[config.mk]
export PLATFORM = sky130hd
export DESIGN_NAME = prog_encoder
export DESIGN_NICKNAME = d
export VERILOG_FILES = /design/src/rtl/prog_encoder.sv
export SDC_FILE = /design/constraint.sdc
export NUM_CORES = 1
export LEC_CHECK = 0
export ABC_AREA = 1
export ABC_CLOCK_PERIOD_IN_PS = 4650
export BUFFER_PORTS_ARGS = -buffer_cell sky130_fd_sc_hd__buf_2
export CORE_MARGIN = 1.5
export CORE_UTILIZATION = 60
export DETAILED_ROUTE_END_ITERATION = 6
export PLACE_DENSITY = 0.95
export SETUP_SLACK_MARGIN = 0.2
export SKIP_LAST_GASP = 1
export SLEW_MARGIN = 30
export SYNTH_ARGS = -nofsm -noshare
export SYNTH_HDL_FRONTEND = slang
export SYNTH_SLANG_ARGS = --single-unit
[constraint.sdc]
create_clock -name clk -period 4.65 [get_ports clk]
set_input_delay 0.2325 -clock clk [delete_from_list [all_inputs] [get_ports clk]]
set_output_delay 0.2325 -clock clk [all_outputs]
set_load 0.02 [all_outputs]
[src/rtl/prog_encoder.sv]
// Control-flag bundle encoder: packs legal bundles into program words, buffers them in a
// 4-entry FIFO and streams them into program memory at sequential addresses.
module prog_encoder #(
    parameter int REG_W  = 3,
    parameter int IMM_W  = 8,
    parameter int ADDR_W = 6
) (
    input  logic                      clk,
    input  logic                      reset,
    input  logic                      in_valid,
    output logic                      in_ready,
    input  logic                      alu_flag,
    input  logic                      ram_flag,
    input  logic                      alu_ctrl,
    input  logic                      bran,
    input  logic                      nw,
    input  logic                      mult_flag,
    input  logic [REG_W-1:0]          rd,
    input  logic [REG_W-1:0]          rs,
    input  logic [IMM_W-1:0]          imm,
    input  logic                      finish,
    input  logic                      restart,
    input  logic                      mem_busy,
    output logic                      wr_en,
    output logic [ADDR_W-1:0]         wr_addr,
    output logic [2+2*REG_W+IMM_W-1:0] wr_data,
    output logic                      illegal,
    output logic                      done,
    output logic [ADDR_W:0]           prog_len
);

    localparam int W = 2 + 2*REG_W + IMM_W;
    localparam logic [ADDR_W+1:0] DEPTH_V = (ADDR_W+2)'(2**ADDR_W);

    typedef enum logic [1:0] {LOAD, DRAIN, DONE} state_t;

    state_t            state, state_nxt;
    logic [W-1:0]      fifo_mem [4];
    logic [1:0]        rd_ptr, wr_ptr;
    logic [2:0]        count;
    logic [ADDR_W:0]   wcnt;
    logic [ADDR_W+1:0] occ;
    logic [1:0]        opcode;
    logic              legal;
    logic              accept, push, pop;

    always_comb begin
        opcode = 2'd0;
        legal  = 1'b1;
        case ({alu_flag, ram_flag, alu_ctrl, bran, nw, mult_flag})
            6'b110000: opcode = 2'd0;
            6'b000000: opcode = 2'd1;
            6'b011001: opcode = 2'd2;
            6'b000110: opcode = 2'd3;
            default:   legal  = 1'b0;
        endcase
    end

    // Words already written plus words still queued must stay below memory depth.
    assign occ    = (ADDR_W+2)'(wcnt) + (ADDR_W+2)'(count);
    assign accept = in_valid && in_ready;
    assign push   = accept && legal;
    assign pop    = wr_en;

    always_ff @(posedge clk) begin
        if (reset || restart) state <= LOAD;
        else                  state <= state_nxt;
    end

    always_comb begin
        state_nxt = state;
        case (state)
            LOAD:    if (finish) state_nxt = DRAIN;
            DRAIN:   if (count == 3'd0) state_nxt = DONE;
            DONE:    state_nxt = DONE;
            default: state_nxt = LOAD;
        endcase
    end

    always_comb begin
        in_ready = (state == LOAD) && (count != 3'd4) && (occ < DEPTH_V) && !restart;
        wr_en    = (state != DONE) && (count != 3'd0) && !mem_busy && !restart;
        done     = (state == DONE);
    end

    always_ff @(posedge clk) begin
        if (reset || restart) begin
            rd_ptr  <= 2'd0;
            wr_ptr  <= 2'd0;
            count   <= 3'd0;
            wcnt    <= '0;
            illegal <= 1'b0;
        end else begin
            if (push) wr_ptr <= wr_ptr + 2'd1;
            if (pop) begin
                rd_ptr <= rd_ptr + 2'd1;
                wcnt   <= wcnt + (ADDR_W+1)'(1);
            end
            case ({push, pop})
                2'b10:   count <= count + 3'd1;
                2'b01:   count <= count - 3'd1;
                default: count <= count;
            endcase
            if (accept && !legal) illegal <= 1'b1;
        end
    end

    // Storage is data only; validity is tracked by the pointers and count.
    always_ff @(posedge clk) begin
        if (push) fifo_mem[wr_ptr] <= {opcode, rd, rs, imm};
    end

    assign wr_data  = fifo_mem[rd_ptr];
    assign wr_addr  = wcnt[ADDR_W-1:0];
    assign prog_len = wcnt;

endmodule

After elaboration in Yosys (flattened, before gate mapping) --
Memories as Yosys holds them, arrays and structs flattened. A register that Yosys moved wholly into a read port is not among the register bits. Cells that the tools add are included.
Storage, ports and cells: flip-flop bits (word level) 17, memory bits (writable) 64, output and inout port bits 33, memories kept 1
Memories:
- fifo_mem | depth 4, bits a word 16, read ports 1, clocked after memory_dff 1, write ports 1, line 38 | logic [W-1:0] fifo_mem [4];
Operators by class: add/subtract/negate cells 6, $lt $le $gt $ge 1, equality and inequality tests 11, multiplexer cells 10, reduce and logical (&&, ||, !) cells 20
Operators with widths (count):
- $pmux 2 s3 | 2
- $logic_and 1x1->1 | 9
- $add 7x3->8 | 1
- $lt 8x7->1 const B | 1
- $mux 2 | 4
- $add 7x1->7 const B | 1
- $eq 6x3->1 const B | 1
- $eq 6x5->1 const B | 1
- $eq 6x6->1 const B | 1
- $logic_not 6->1 | 1
- $ne 2x2->1 const B | 3
- $pmux 3 s2 | 1
- $add 2x1->2 const B | 2
- $eq 2x1->1 const B | 2
- $eq 2x2->1 const B | 2
- $reduce_or 4->1 | 1
- $add 3x1->3 const B | 1
- $logic_not 1->1 | 3
- $logic_not 3->1 | 1
- $mux 1 | 3
- $ne 3x3->1 const B | 1
- $reduce_bool 3->1 | 1
- $sub 3x1->3 const B | 1
- $logic_not 2->1 | 1
- other kinds (3) | 3

Longest topological paths before layout --
word-level depth 8, gate-level depth with buffers 16, depth with buffers taken out 16

Worst setup path after synthesis --
OpenSTA, ideal clock, no wires.
path type register -> register, from register state[0], to register count[2], setup time 0.122 ns, arrival 2.291 ns, data required time 4.528 ns, path slack 2.237 ns, stages on the path, launching flop included 13, path through dfxtp_1 > inv_1 > ha_1 > nor3_2 > nand2_4 > inv_1 > ha_1 > inv_1 > fa_1 > a21oi_1 > o21ai_0 > o21ai_0 > a21oi_1
Between the ends: elaborated cells on any way between the ends 14
RTL lines:
- start, declared | line 37 | state_t state, state_nxt;
- start signal, assigned | line 67 | else state <= state_nxt;
- $ne 2x2->1 * | line 82 | wr_en = (state != DONE) && (count != 3'd0) && !mem_busy && !restart;
- $logic_and 1x1->1 * (3 in series) | line 82
- via wr_en | line 24 | output logic wr_en,
- $eq 2x1->1 / $eq 2x2->1 (equally long branches) | line 99 | case ({push, pop})
- $pmux 3 s2 / $reduce_bool 2->1 (equally long branches)
- end signal, assigned | line 100 | 2'b10: count <= count + 3'd1;
- end signal, assigned | line 101 | 2'b01: count <= count - 3'd1;
- end signal, assigned | line 102 | default: count <= count;
- end, declared | line 40 | logic [2:0] count;
The timed path passes the listed nets; every way through them passes the cells marked *. A chain may end at the register's enable or synchronous reset.

==> impl_metrics.py <==
metrics = {
    "placement": {
        "place.port_buffers": 58,
        "hpwlAfterDp_um": 4341,
        "place_congestion": 0.8376,
        "dpl.cell_count": 439,
    },
    "logic_synthesis": {
        "ys.warnings.count": 0,
        "seq_area_frac_synth_pct": 65.11,
        "synth.cell_area_um2": 3536,
        "synth_top_area_share_pct": 54.35,
        "top_cells_by_area_synth": "sky130_fd_sc_hd__edfxtp_1 (54%), sky130_fd_sc_hd__dfxtp_1 (11%), sky130_fd_sc_hd__o21ai_0 (6.4%), sky130_fd_sc_hd__nor2_1 (5.6%), sky130_fd_sc_hd__ha_1 (4.2%)",
        "synth.top_cells.by_count": "sky130_fd_sc_hd__edfxtp_1 (64), sky130_fd_sc_hd__nor2_1 (53), sky130_fd_sc_hd__o21ai_0 (45)",
        "async_flop_share_pct": 0,
        "yosys.cell_count.top_type": "sky130_fd_sc_hd__edfxtp_1",
        "synth_area_leader": "sky130_fd_sc_hd__edfxtp_1",
        "synthesis.instances": 320,
        "ys_seq_elements": 83,
        "dominantRegCellSynth": "sky130_fd_sc_hd__edfxtp_1",
        "synth_enable_flop_cells": 64,
        "post_synth.cell_area_avg_um2": 11.05,
        "syn_nets": 359,
        "synth_cell_type_count": 30,
    },
    "pwr": {
        "post-layout-total-power_mw": 1.343,
        "leakage_nw": 1.641,
        "vdd_ir_drop_max_mv": 0.1641,
        "power_density_nw_per_um2": 330.8,
    },
    "clocking": {
        "htree_levels": 3,
        "clk-insertion-delay-late_ps": 350,
        "cts.sink_count": 83,
        "cts.path.max_buffers": 2,
        "cts_inserted_buffers": 9,
        "ctsHoldBuffers": 0,
        "clkTransAtPathRegs_ps": 80,
        "post_cts.resized_instances": 0,
        "cts_setup_buffers": 0,
        "clk_root_buffer_cell": "sky130_fd_sc_hd__clkbuf_8",
        "tritoncts": "yes",
    },
    "drt": {
        "avgViaCountPerCell": 5.543,
        "postRouteAntennaNets": 0,
        "dr.first_iter.drc_count": 209,
        "route.detailed.drc": 0,
        "route.final.wire_length_um": 6992,
        "vias": 2522,
        "avgRoutedWirePerCell_um": 15.37,
        "detail_route.first_pass.iterations": 4,
    },
    "sta": {
        "period_needed_ps": 2519,
        "skew_ps": 12.63,
        "timing.final.setup_violations": 0,
        "worst_slew_margin_rel_pct": 41.07,
        "finalHoldViolCount": 0,
        "drv_slew": 0,
        "max_clock_freq_mhz": 396.9,
        "rsz_0062_raised_after_global_routing": "no",
        "slew_at_the_pin_with_the_worst_max_slew_slack_ps": 882.9,
        "timing.setup.tns_ps": 0,
        "layout_worst_path_cycle_share_pct": 54.18,
    },
    "worst_setup_path": {
        "critical_path.reg2reg.startpoint": "prog_len[2]",
        "worst-path-max-fanout": 33,
        "worstSetupPathType": "reg2out",
        "setup.worst_path.end_class": "output port",
        "worstPathArrival_ps": 2290,
        "critPathRequiredTime_ps": 4420,
        "setup.worst_path.start_class": "flop",
    },
    "die": {
        "die_h_um": 79.77,
        "dieWidth_um": 79.77,
        "die_area_um2": 6362,
        "core.rowCount": 27,
        "ios": 59,
        "core_area_um2": 5608,
        "initial_core_util_pct": 63.05,
    },
    "grt": {
        "globalRouteOverflowTotal": 0,
        "grt_pass1_wl_um": 10850,
        "vias_in_the_first_global_route": 2447,
        "gr-usage-all-layers_pct": 23.60,
        "grt_start_max_net_pins": 34,
        "grt_antenna_before_repair": 1,
    },
    "job": {
        "max-cap-violations": 0,
    },
    "status": {
        "status": "complete, no violations",
    },
    "finish": {
        "synthToLayoutAreaGrowth_pct": 14.79,
        "final_net_count": 417,
        "final_core_utilization_pct": 72.38,
        "antenna_cells_inserted": 0,
        "finish.cell_count_without_fillers": 455,
        "layout-drive-gt1-share_pct": 23.50,
    },
    "worst_hold_path": {
        "hold_path.class": "in2reg",
        "min_from": "imm[2]",
    },
}
==> path summary, 6_finish.rpt <==
check | to | slack, ps | cells after the start
setup / recovery | wr_data[10] | 2130 | 4
hold / removal | fifo_mem[2][2] | 100 | 1
setup reg to reg | count[2] | 2230 | 16
hold reg to reg | flop | 440 | 1
==> layout by cell type (no fill, tap or decap), types with 6 or more instances in the layout <==
cell type	count
sky130_fd_sc_hd__dfxtp_1	18
sky130_fd_sc_hd__nand2_1	24
sky130_fd_sc_hd__ha_1	12
sky130_fd_sc_hd__nand3_1	6
sky130_fd_sc_hd__o22ai_1	16
sky130_fd_sc_hd__o21ai_0	45
sky130_fd_sc_hd__nor2_1	53
sky130_fd_sc_hd__buf_2	58
sky130_fd_sc_hd__edfxtp_1	64
sky130_fd_sc_hd__inv_1	33
sky130_fd_sc_hd__a21oi_1	13
sky130_fd_sc_hd__clkbuf_8	9
==> critical path, cell delays in order, from the launching register on <==
cell and delay, ps:
sky130_fd_sc_hd__dfxtp_2 680, sky130_fd_sc_hd__inv_1 550, sky130_fd_sc_hd__o21ai_0 380, sky130_fd_sc_hd__o22ai_1 140, sky130_fd_sc_hd__buf_2 180
==> power breakdown <==
| part | internal (mW) | switching (mW) |
|---|---|---|
| logic | 0.0169 | 0.0283 |
| registers | 0.798 | 0.00136 |
| clock network | 0.246 | 0.252 |
| total | 1.06 | 0.281 |
==> layer usage <==
layer	routed length (um)	global-route usage, %
met3	447	7.314
met4	199	14.66
met2	3599	41.02
met5	12	0
met1	2732	24.75
==> cells by family after synthesis <==
logic type | Yosys count | share of synthesized area (%)
simple gates | 97 | 12.42
flops | 83 | 65.11
compound gates | 76 | 11.43
buf+inv | 50 | 5.980
fa+ha+maj | 13 | 4.812
xor+xnor | 1 | 0.2477
==> registers in the layout, summed over array words and instances, names as in the netlist, named ones only <==
register	cells
count	3
fifo_mem	64
illegal	1
prog_len	7
rd_ptr	2
state	2
wr_ptr	2
==> area by class of cell <==
class / instances / area [um^2]
Timing Repair Buffer: 62 / 320.3
Clock inverter: 7 / 67.56
Inverter: 35 / 131.4
Clock buffer: 9 / 123.9
Fill cell: 405 / 1549
Multi-Input combinational cell: 187 / 1022
Sequential cell: 83 / 2303
Tap cell: 72 / 90.09
==> through the flow <==
| stage | setup WS [ps] | instance area [um^2] | hold WS, ps |
|---|---|---|---|
| final | 2131 | 4059 | 103.5 |
| after floorplan | 2237 | 3536 | 331.4 |
| after CTS | 1629 | 4058 | 77.96 |
| after global placement | 2261 | 3866 | 430.5 |
| after global routing | 1958 | 4059 | 71.03 |
| after detailed placement | 2093 | 3866 | 434.1 |
No activity file was read; power rests on OpenSTA's default activity.
